--- src/rtl/mem_stage.sv ---
// mem_stage: memory-access pipeline stage between execute and write-back.
//
// Ports:
//   clk, reset       clock, asynchronous active-high reset
//   ws_allowin       write-back can accept an instruction this cycle
//   ms_allowin       this stage can accept an instruction this cycle
//   es_to_ms_valid   execute stage offers a valid instruction
//   es_to_ms_bus     {res_from_mem, gr_we, dest[4:0], alu_result[31:0], pc[31:0]}
//   data_sram_rdata  synchronous SRAM read data, valid only in the first MEM cycle
//   ms_to_ws_valid   valid instruction offered to write-back
//   ms_to_ws_bus     {gr_we, dest[4:0], final_result[31:0], pc[31:0]}
//   ms_fwd_bus       {fwd_valid, fwd_is_load, dest[4:0], final_result[31:0]}
//                    (only when MEM_FWD_EN is defined)
module mem_stage #(
    parameter int RDATA_W = 32
) (
    input  logic               clk,
    input  logic               reset,
    input  logic               ws_allowin,
    output logic               ms_allowin,
    input  logic               es_to_ms_valid,
    input  logic [70:0]        es_to_ms_bus,
    input  logic [RDATA_W-1:0] data_sram_rdata,
    output logic               ms_to_ws_valid,
    output logic [69:0]        ms_to_ws_bus
`ifdef MEM_FWD_EN
    ,
    output logic [38:0]        ms_fwd_bus
`endif
);
    typedef enum logic [1:0] {IDLE, FRESH, HELD} state_t;

    state_t             state, state_n;
    logic               ms_valid;
    logic               ms_ready_go;
    logic               accept;
    logic               buf_we;
    logic [70:0]        bus_r;
    logic [RDATA_W-1:0] rdata_buf;
    logic [RDATA_W-1:0] ld_data;
    logic [RDATA_W-1:0] final_result;
    logic               res_from_mem;
    logic               gr_we;
    logic [4:0]         dest;
    logic [31:0]        alu_result;
    logic [31:0]        pc;

    assign ms_ready_go    = 1'b1;
    assign ms_allowin     = !ms_valid || (ms_ready_go && ws_allowin);
    assign ms_to_ws_valid = ms_valid && ms_ready_go;
    assign accept         = es_to_ms_valid && ms_allowin;

    assign {res_from_mem, gr_we, dest, alu_result, pc} = bus_r;

    always_ff @(posedge clk or posedge reset) begin
        if (reset) begin
            ms_valid  <= 1'b0;
            bus_r     <= '0;
            state     <= IDLE;
            rdata_buf <= '0;
        end else begin
            if (ms_allowin) ms_valid <= es_to_ms_valid;
            if (accept) bus_r <= es_to_ms_bus;
            if (buf_we) rdata_buf <= data_sram_rdata;
            state <= state_n;
        end
    end

    // The SRAM output is only valid in the first MEM cycle, so a stall
    // out of FRESH must capture it before it disappears.
    always_comb begin
        state_n = state;
        buf_we  = 1'b0;
        if (accept)
            state_n = FRESH;
        else if (state == FRESH && ms_valid && !ws_allowin) begin
            state_n = HELD;
            buf_we  = 1'b1;
        end else if (state != IDLE && ws_allowin)
            state_n = IDLE;
    end

    assign ld_data      = (state == HELD) ? rdata_buf : data_sram_rdata;
    assign final_result = res_from_mem ? ld_data : alu_result;
    assign ms_to_ws_bus = {gr_we, dest, final_result, pc};

`ifdef MEM_FWD_EN
    assign ms_fwd_bus = {ms_valid && gr_we && (dest != 5'd0), ms_valid && res_from_mem,
                         dest, final_result};
`endif
endmodule
--- config.mk ---
export PLATFORM = sky130hd
export DESIGN_NAME = mem_stage
export DESIGN_NICKNAME = d
export VERILOG_FILES = /design/src/rtl/mem_stage.sv
export SDC_FILE = /design/constraint.sdc
export NUM_CORES = 1
export LEC_CHECK = 0
export BUFFER_PORTS_ARGS = -buffer_cell sky130_fd_sc_hd__buf_2
export CORE_ASPECT_RATIO = 1.25
export CORE_MARGIN = 10
export CORE_UTILIZATION = 30
export DETAILED_ROUTE_END_ITERATION = 6
export PLACE_DENSITY_LB_ADDON = 0.08
export SLEW_MARGIN = 5
export SYNTH_ARGS = -nofsm -noshare
export SYNTH_HDL_FRONTEND = slang
export SYNTH_SLANG_ARGS = --single-unit
--- constraint.sdc ---
create_clock -name clk -period 3.03 [get_ports clk]
set_input_delay 0 -clock clk [delete_from_list [all_inputs] [get_ports clk]]
set_output_delay 0 -clock clk [all_outputs]
set_load 0.05 [all_outputs]
# == Word-level counts from Yosys, hierarchy flattened ==
# Index checks and enable logic that the tools add are counted.
# totals
ff_bits,106
inputBits,107
wordCells,22
# classes
eq_ne,2
n_mux,7
n_reduce_logical,9
# ops
op,count
32-bit two-way mux,2
2-bit two-way mux,3
1-bit logical AND,4
3-bit nonzero test,1
2-bit by 1-bit == test with 1-bit output (second input constant),1
2-bit == test (second input constant),1
1-bit logical NOT,2
1-bit two-way mux,2
2-bit nonzero test,1
1-bit logical OR,1

# == Longest topological paths before layout ==
# Gate-level depths: netlist of run 1.
# depth
depth_word,5
ltp_mapped,5

# == Worst setup path after synthesis of run 1 ==
# No wires, ideal clock.
# synth_timing
path_type,register to register
startpoint,"reg ms_valid, in the netlist ms_to_ws_valid"
endpoint,reg rdata_buf[0]
setup_time_ns,0.125
t_arrival_ns,1.756
t_required_ns,2.905
path_slack_ns,1.149
stages_incl_launch_ff,6
n_path_buf,2
period_less_slack_ns,1.881
cell_sequence,dfrtp_1 > nand2b_1 > buf_6 > nor3b_4 > buf_6 > mux2_2
# synth_via
elab_chain_len,4
elab_cells_between_ends,7
cone_classes,mux (2); reduce/logical (5)
# synth_lines
item,line_no,text
"start, declared",34,logic ms_valid;
"start signal, assigned",62,if (ms_allowin) ms_valid <= es_to_ms_valid;
1-bit logical NOT,49,assign ms_allowin = !ms_valid || (ms_ready_go && ws_allowin);
1-bit logical OR,49,
via ms_allowin,20,"output logic ms_allowin,"
1-bit logical AND,51,assign accept = es_to_ms_valid && ms_allowin;
1-bit two-way mux,74,if (accept)
"end signal, assigned",64,if (buf_we) rdata_buf <= data_sram_rdata;
"end, declared",39,logic [RDATA_W-1:0] rdata_buf;
# The timed path passes the listed nets, and every way through them passes these cells.
# A chain may end at the register's enable or synchronous reset.

# == Final worst setup path of run 1 ==
# layout_timing
startpoint,reg state[1]
endpoint,out ms_to_ws_bus[40]
# layout_via
elab_chain_len,3
# layout_lines
item,line_no,text
"start, declared",33,"state_t state, state_n;"
"start signal, assigned",65,state <= state_n;
2-bit == test,83,assign ld_data = (state == HELD) ? rdata_buf : data_sram_rdata;
32-bit two-way mux,83,
32-bit two-way mux,84,assign final_result = res_from_mem ? ld_data : alu_result;
"end, declared",25,output logic [69:0] ms_to_ws_bus
# Every way passes these cells.

==> results of run 1 <==
-- stage by stage --
stage	instance area, µm²	utilization [%]	hold slack, ns	setup WS, ns
2_1_floorplan	4910	-	0.0631	0.241
5_1_grt	7150	44.3	0.223	0.699
4_1_cts	7150	44.3	0.202	0.810
3_5_place_dp	5760	35.7	0.0238	1.17
3_3_place_gp	5760	35.7	0.0264	1.22
6_report	7150	44.3	0.196	0.883
-- critical path: cells and delay by family (launching register included) --
family	cells	cell delay, ns
mux	1	0.09
compound gates	1	0.19
simple gates	1	0.51
buf+inv	2	0.56
flops	1	0.43
-- power groups by stage --
stage               registers [W]  clock network [W]  logic, W
floorplan                 0.00186                  0   0.00126
global placement          0.00189                  0   0.00147
detailed placement        0.00191                  0   0.00149
CTS                       0.00188            0.00134   0.00160
global route              0.00192            0.00140   0.00168
finish                    0.00188            0.00129   0.00157
-- state kept, by name, indices dropped and copies added (netlist names) --
name            count
bus_r              71
ms_to_ws_valid      1
rdata_buf          32
state               2
-- cells in the mapped netlist --
master      n  area, µm²
mux2_1      3       33.8
buf_2       8       40.0
nand2b_1    1       6.26
mux2i_1    32        320
o21ai_0     1       5.00
buf_6       4       45.0
mux2_2    100       1130
nor3b_4     1       18.8
a21oi_1    34        170
nor2b_1     1       6.26
clkbuf_1    7       26.3
nor2_1     33        124
nand2_1     3       11.3
a211oi_1    1       7.51
dfrtp_1   106       2650
inv_1       2       7.51
buf_4      41        308
-- layout make-up --
type	instances	area (µm²)
Fill cell	1526	8990
Inverter	2	10.0
Clock buffer	11	243
Multi-Input combinational cell	210	1840
Tap cell	216	270
Sequential cell	106	2650
Clock inverter	5	86.3
Timing Repair Buffer	291	2040
-- cell families after synthesis --
logic type / synth area share, %
AND/OR/NAND/NOR: 3.39
buffers and inverters: 8.69
flip-flops: 54.0
multiplexers: 30.2
AO/OA/AOI/OAI: 3.72
-- placed cells by master (no fill, tap or decap) --
cell type / Yosys / layout
a211oi_1: 1 / 1
a21oi_1: 34 / 34
buf_12: 0 / 3
buf_2: 8 / 178
buf_4: 41 / 4
bufinv_16: 0 / 2
clkbuf_1: 7 / 1
clkbuf_16: 0 / 9
clkbuf_8: 0 / 1
clkinv_4: 0 / 2
dfrtp_1: 106 / 105
dfrtp_2: 0 / 1
dlygate4sd3_1: 0 / 106
inv_1: 2 / 1
inv_4: 0 / 1
inv_6: 0 / 1
mux2_1: 3 / 3
mux2_2: 100 / 100
mux2i_1: 32 / 32
nand2_1: 3 / 2
nand2_4: 0 / 1
nand2b_1: 1 / 1
nor2_1: 33 / 33
nor2b_4: 0 / 1
nor3b_4: 1 / 1
o21ai_0: 1 / 1
-- worst paths after layout --
| kind | start | endpoint | slack (ns) |
|---|---|---|---|
| min | reset | bus_r[31]$_DFFE_PP0P_ | 0.20 |
| max | state[1]$_DFFE_PP0P_ | ms_to_ws_bus[40] | 0.88 |
| max in group asynchronous | reset | bus_r[47]$_DFFE_PP0P_ | 2.06 |
| min reg2reg | rdata_buf[31]$_DFFE_PP0P_ | rdata_buf[31]$_DFFE_PP0P_ | 0.49 |
| min in group clk | ws_allowin | state[1]$_DFFE_PP0P_ | 0.39 |
| max reg2reg | ms_to_ws_valid$_DFFE_PP0P_ | bus_r[42]$_DFFE_PP0P_ | 1.19 |
-- metal layers --
metal  wire length [µm]  vias up
li1                   -     1752
met1               5520     1703
met2               6350      111
met3               1010       10
met4                207        0
met5                  0        -
==> metrics.md, run 1 <==
| Metric | Value |
|---|---|
| CP Class | `flop to output pin` |
| Total CTS buffers | `9` |
| Core footprint | `16,100 µm²` |
| Initial antenna violation count | `0` |
| Hold Fails Final Rpt | `0` |
| Clock slew at reported path FFs | `0.07 ns` |
| Yosys Warn Count | `0` |
| Die X | `134 µm` |
| Non-filler instance count after layout | `841` |
| ANT nets after route | `0` |
| Reg2Reg Depth | `4` |
| GR Util met3 | `4.24%` |
| Placed insts | `719` |
| Gate power share | `33.1%` |
| PwrDens | `662 nW/µm²` |
| Clock sinks | `106` |
| Post-synthesis cell area | `4910 µm²` |
| First-pass GRT wire length | `21,100 µm` |
| Avg Inst Size Synth | `13.0 µm²` |
| Rows | `52` |
| Share of post-route cells with drive strength above 1 | `48.8%` |
| CP max FO | `20` |
| Chip height | `163 µm` |
| Layout Skew | `0.00602 ns` |
| Clock latency on the worst-skew pair | `0.35 ns` |
| Status | `complete, no violations` |
| Final net count | `727` |
| RSZ-0062 raised after global routing | `no` |
| Sw frac | `35.2%` |
| CP required | `3.03 ns` |
| Grt ovf | `0` |
| Clock tree buffer depth | `2` |
| CP max stage delay | `0.51 ns` |
| Post-DP HPWL | `9320 µm` |
| Maximum VDD drop | `0.000295 V` |
| GRT met2 Usage | `20.1%` |
| DIE AREA | `21,900 µm²` |
| Clk pwr share | `27.2%` |
| Total track usage | `12.0%` |
| Post-CTS sizing | `0` |
| Flops & latches, synth | `106` |
| H-tree levels | `3` |
| Tot Pwr | `0.00473 W` |
| Routed via count | `3,576` |
| Routed Wire Length | `13,100 µm` |
| Setup-failing EPs final | `0` |
| Pin count of the biggest net entering global routing | `78` |
| Max cap viols | `0` |
| I/O Buffers | `178` |
| Per-cell routed wire length | `15.6 µm` |
| GPL Wtd Cong | `0.718` |
| Slew Limit Fails | `0` |
| Crit-path cells | `nor2b_4 > buf_12 > mux2i_1 > a21oi_1 > buf_2` |
| DRC viols | `0` |
| Final min period | `2.15 ns` |
| Grt met1 use | `13.7%` |
| DRT iter0 DRCs | `114` |
| P_int | `0.00307 W` |
| Synthesized Nets | `485` |
| Worst slew pin tran | `0.529 ns` |
| ANT cells | `0` |
| Pre-antenna DRT Iters | `4` |
| HP Class | `input port to async pin` |
| CTS tree | `yes` |
| CTS Hold Bufs | `106` |
| Relative slew slack | `64.7%` |
| Mapped Cells | `378` |
| Leak | `3.23 nW` |
| Yosys cell types | `17` |
| Initial Util | `30.4%` |
| Setup crit end kind | `output pin` |
| Crit share post-route | `70.9%` |
| Layer with the highest usage | `met2` |
| P_sw | `0.00167 W` |
| # Post-CTS Setup Buffers | `0` |
| CTS root buf | `clkbuf_16` |
| Max frequency | `0.466 GHz` |
| Vias in the first global route | `4,015` |
| Layout area overhead | `45.7%` |
| Setup crit start kind | `flop` |
| Vias per cell | `4.25` |
| Final TNS setup | `0 ns` |
| IO Pins | `179` |
| Slowest-stage cell, CP | `nor2b_4` |
| Flop pwr share | `39.7%` |
| Register area share after synthesis | `54.0%` |
| WP data arrival | `2.15 ns` |
No activity file was read; power rests on OpenSTA's default activity.
==> run 2, diff against run 1 <==
--- a/config.mk
+++ b/config.mk
@@ -5,6 +5,7 @@
 export SDC_FILE = /design/constraint.sdc
 export NUM_CORES = 1
 export LEC_CHECK = 0
+export ABC_AREA = 1
 export BUFFER_PORTS_ARGS = -buffer_cell sky130_fd_sc_hd__buf_2
 export CORE_ASPECT_RATIO = 1.25
 export CORE_MARGIN = 10
==> constraint.sdc (replaced) <==
create_clock -name clk -period 2.2 [get_ports clk]
set_input_delay 0 -clock clk [delete_from_list [all_inputs] [get_ports clk]]
set_output_delay 0 -clock clk [all_outputs]
set_load 0.05 [all_outputs]
==> metrics.md, run 2 <==
| Metric | Value |
|---|---|
| Maximum VDD drop | `0.000338 V (+15%)` |
| Initial antenna violation count | `1 (+1)` |
| CTS tree | `yes` |
| Per-cell routed wire length | `15.5 µm (-0.25%)` |
| Setup-failing EPs final | `0 (unchanged)` |
| CP Class | `flop to output pin` |
| Vias per cell | `4.50 (+5.8%)` |
| Worst slew pin tran | `0.503 ns (-0.0262 ns)` |
| Chip height | `172 µm (+5.8%)` |
| Clock slew at reported path FFs | `0.07 ns (about the same)` |
| DRC viols | `0 (unchanged)` |
| Post-synth EDFFs | `0 (unchanged)` |
| Clock latency on the worst-skew pair | `0.36 ns (about the same)` |
| Post-synth ARST share | `100% (unchanged)` |
| Sw frac | `39.9% (+4.6 points)` |
| Top reg by flops | `bus_r` |
| WP data arrival | `1.96 ns (-0.19 ns)` |
| Tot Pwr | `0.00647 W (+37%)` |
| CP max stage delay | `0.38 ns (-0.13 ns)` |
| Yosys cell types | `13 (-4)` |
| Pre-antenna DRT Iters | `4 (unchanged)` |
| CP required | `2.20 ns (-0.83 ns)` |
| P_sw | `0.00258 W (+55%)` |
| Layout area overhead | `36.7%` |
| WP buf/inv | `2 (unchanged)` |
| Relative slew slack | `66.4% (+1.7 points)` |
| Crit-path cells | `inv_2 > nand2_4 > nand2_1 > nand3_1 > nand2_1 > buf_2` |
| Synth area leader | `dfrtp_1` |
| Mapped Cells | `743 (+97%)` |
| Register area share after synthesis | `47.5% (-6.5 points)` |
| CP max FO | `32 (+60%)` |
| Commonest non-fill, non-tap cell in the layout | `nand2_1` |
| Ranking of synthesized cells by area | `dfrtp_1 (48%), nand2_1 (21%), nand3_1 (15%)` |
| Clock tree buffer depth | `2 (unchanged)` |
| Status | `complete, no violations` |
| Avg Inst Size Synth | `7.51 µm² (-42%)` |
| Layout Skew | `0.00901 ns (+0.00299 ns)` |
| DIE AREA | `24,500 µm² (+12%)` |
| Final core occ | `42.0% (-2.3 points)` |
| Die X | `142 µm (+5.6%)` |
| HP Class | `input port to flop` |
| CTS root buf | `clkbuf_16` |
| R2R setup slack | `0.52 ns (-0.67 ns)` |
| Final TNS setup | `0 ns (unchanged)` |
| Rows | `55 (+5.8%)` |
| PwrDens | `849 nW/µm² (+28%)` |
| ANT nets after route | `0 (unchanged)` |
| # Post-CTS Setup Buffers | `0 (unchanged)` |
| Flop pwr share | `38.8% (-0.9 points)` |
| RSZ-0062 raised after global routing | `no` |
| Clk pwr share | `25.7% (-1.5 points)` |
| Fin Hold WS | `0.0817 ns (-0.114 ns)` |
| H-tree levels | `3 (unchanged)` |
| Largest regs | `bus_r: 71 flops, rdata_buf: 32 flops, state: 2 flops` |
| Post-synth top area share | `47.5% (-6.5 points)` |
| Placed inst area | `6270 µm² (+8.9%)` |
| Vias in the first global route | `5,877 (+46%)` |
| Core footprint | `18,200 µm² (+13%)` |
| Commonest cells in the synthesized netlist | `nand2_1 (307), nand3_1 (168), dfrtp_1 (106)` |
| Grt ovf | `0 (unchanged)` |
| Post-synthesis cell area | `5580 µm² (+14%)` |
| Max frequency | `0.509 GHz` |
| Main synth FF type | `dfrtp_1` |
| Crit share post-route | `89.2%` |
| Final min period | `1.96 ns` |
| First-pass GRT wire length | `30,500 µm (+45%)` |
| Finished Cell Area | `7630 µm² (+6.7%)` |
| Largest delay contributor family on the critical path | `simple AND/OR/NAND/NOR gates` |
| Final net count | `1,069 (+47%)` |
| DRT iter0 DRCs | `293 (+160%)` |
| Total track usage | `15.4% (+3.4 points)` |
| Initial Util | `30.7% (+0.30 points)` |
| P_int | `0.00389 W (+27%)` |
| Synthesized Nets | `850 (+75%)` |
| Gate power share | `35.5% (+2.4 points)` |
| Post-DP HPWL | `12,200 µm (+31%)` |
| Routed Wire Length | `18,600 µm (+42%)` |
| Most frequent cells in the layout | `nand2_1 (306), buf_2 (178), nand3_1 (168)` |
| Slowest-stage cell, CP | `dfrtp_1` |
| IO Pins | `179 (unchanged)` |
| Routed via count | `5,380 (+50%)` |
| Flops & latches, synth | `106 (unchanged)` |
| Top-count cell post-synth | `nand2_1` |
| Setup crit start kind | `flop` |
| Max reg flops | `71 (unchanged)` |
| Leak | `4.34 nW (+34%)` |
| Setup crit end kind | `output pin` |
| Max cap viols | `0 (unchanged)` |
| CP most frequent cell | `nand2_1` |
| Hold Fails Final Rpt | `0 (unchanged)` |
| I/O Buffers | `178 (unchanged)` |
| Pin count of the biggest net entering global routing | `75 (-3.8%)` |
| Clock sinks | `106 (unchanged)` |
| GPL Wtd Cong | `0.747 (+4.1%)` |
| Slew Limit Fails | `0 (unchanged)` |
| Share of post-route cells with drive strength above 1 | `22.3% (-26 points)` |
| Total CTS buffers | `9 (unchanged)` |
| Yosys Warn Count | `0 (unchanged)` |
run 2: cell types whose count changed in the layout (fill, tap and decap cells not counted), sizes merged, moves of 2 or more:
| cell | delta |
|---|---|
| nand2 | +307 |
| inv | +65 |
| mux2 | -103 |
| nor2 | -31 |
| clkinv | +2 |
| nand3 | +168 |
| mux2i | -32 |
| buf | +6 |
| a21oi | -34 |
run 2: cell families after synthesis:
group,share of synthesized area [%]
buf+inv,15.9
simple gates,36.6
flops,47.5
run 2: metrics by stage:
step | std cells | worst slack [ns]
6_report | 1196 | 0.237
3_5_place_dp | 1074 | 0.393
3_3_place_gp | 1074 | 0.374
5_1_grt | 1195 | 0.0934
4_1_cts | 1195 | 0.217
2_1_floorplan | 743 | 0.834
run 2: worst register-to-register path, stage by stage, from the launching register on:
cell,delay (ns)
dfrtp_1,0.38
inv_2,0.30
buf_4,0.34
nor2_8,0.05
buf_4,0.27
nand3_1,0.16
nand2_1,0.06
run 2: layout make-up:
class | instances | area, µm²
repair buffers | 296 | 2080
fillers | 1932 | 10500
clock buffers | 11 | 243
multi-input cells | 480 | 2050
inverters | 69 | 263
flip-flops and latches | 106 | 2650
clock inverters | 5 | 53.8
diodes | 1 | 2.50
well taps | 228 | 285
run 2: power by group through the flow:
stage	Combinational (W)	Sequential, W	Clock, W
3_3_place_gp	0.00216	0.00254	0
2_1_floorplan	0.00178	0.00251	0
6_report	0.00230	0.00251	0.00166
5_1_grt	0.00254	0.00256	0.00179
4_1_cts	0.00233	0.00252	0.00173
3_5_place_dp	0.00219	0.00255	0
run 2: layer usage:
| layer | track usage, % | part of all wire, % | vias up | wire length (µm) |
|---|---|---|---|---|
| li1 | - | - | 2696 | - |
| met1 | 18.8 | 43 | 2519 | 8060 |
| met2 | 25.4 | 48 | 147 | 9000 |
| met3 | 4.45 | 6.6 | 18 | 1220 |
| met4 | 5.21 | 1.5 | 0 | 287 |
| met5 | 0 | 0 | - | 0 |
run 2: worst paths after layout:
kind                                       start                         to  cells after the start
setup / recovery            state[0]$_DFFE_PP0P_           ms_to_ws_bus[61]                      6
hold / removal                    es_to_ms_valid      bus_r[41]$_DFFE_PP0P_                      3
setup reg to reg            state[0]$_DFFE_PP0P_  rdata_buf[31]$_DFFE_PP0P_                      6
hold reg to reg            bus_r[65]$_DFFE_PP0P_      bus_r[65]$_DFFE_PP0P_                      2
max in group asynchronous                  reset      bus_r[38]$_DFFE_PP0P_                      4
min in group asynchronous                  reset       bus_r[4]$_DFFE_PP0P_                      3
run 2: timing repair:
action,in CTS,in global routing
endpoints found under the hold margin,124,0
hold buffers,105,0
gates resized for setup,1,0
endpoints found under the setup margin,4,0
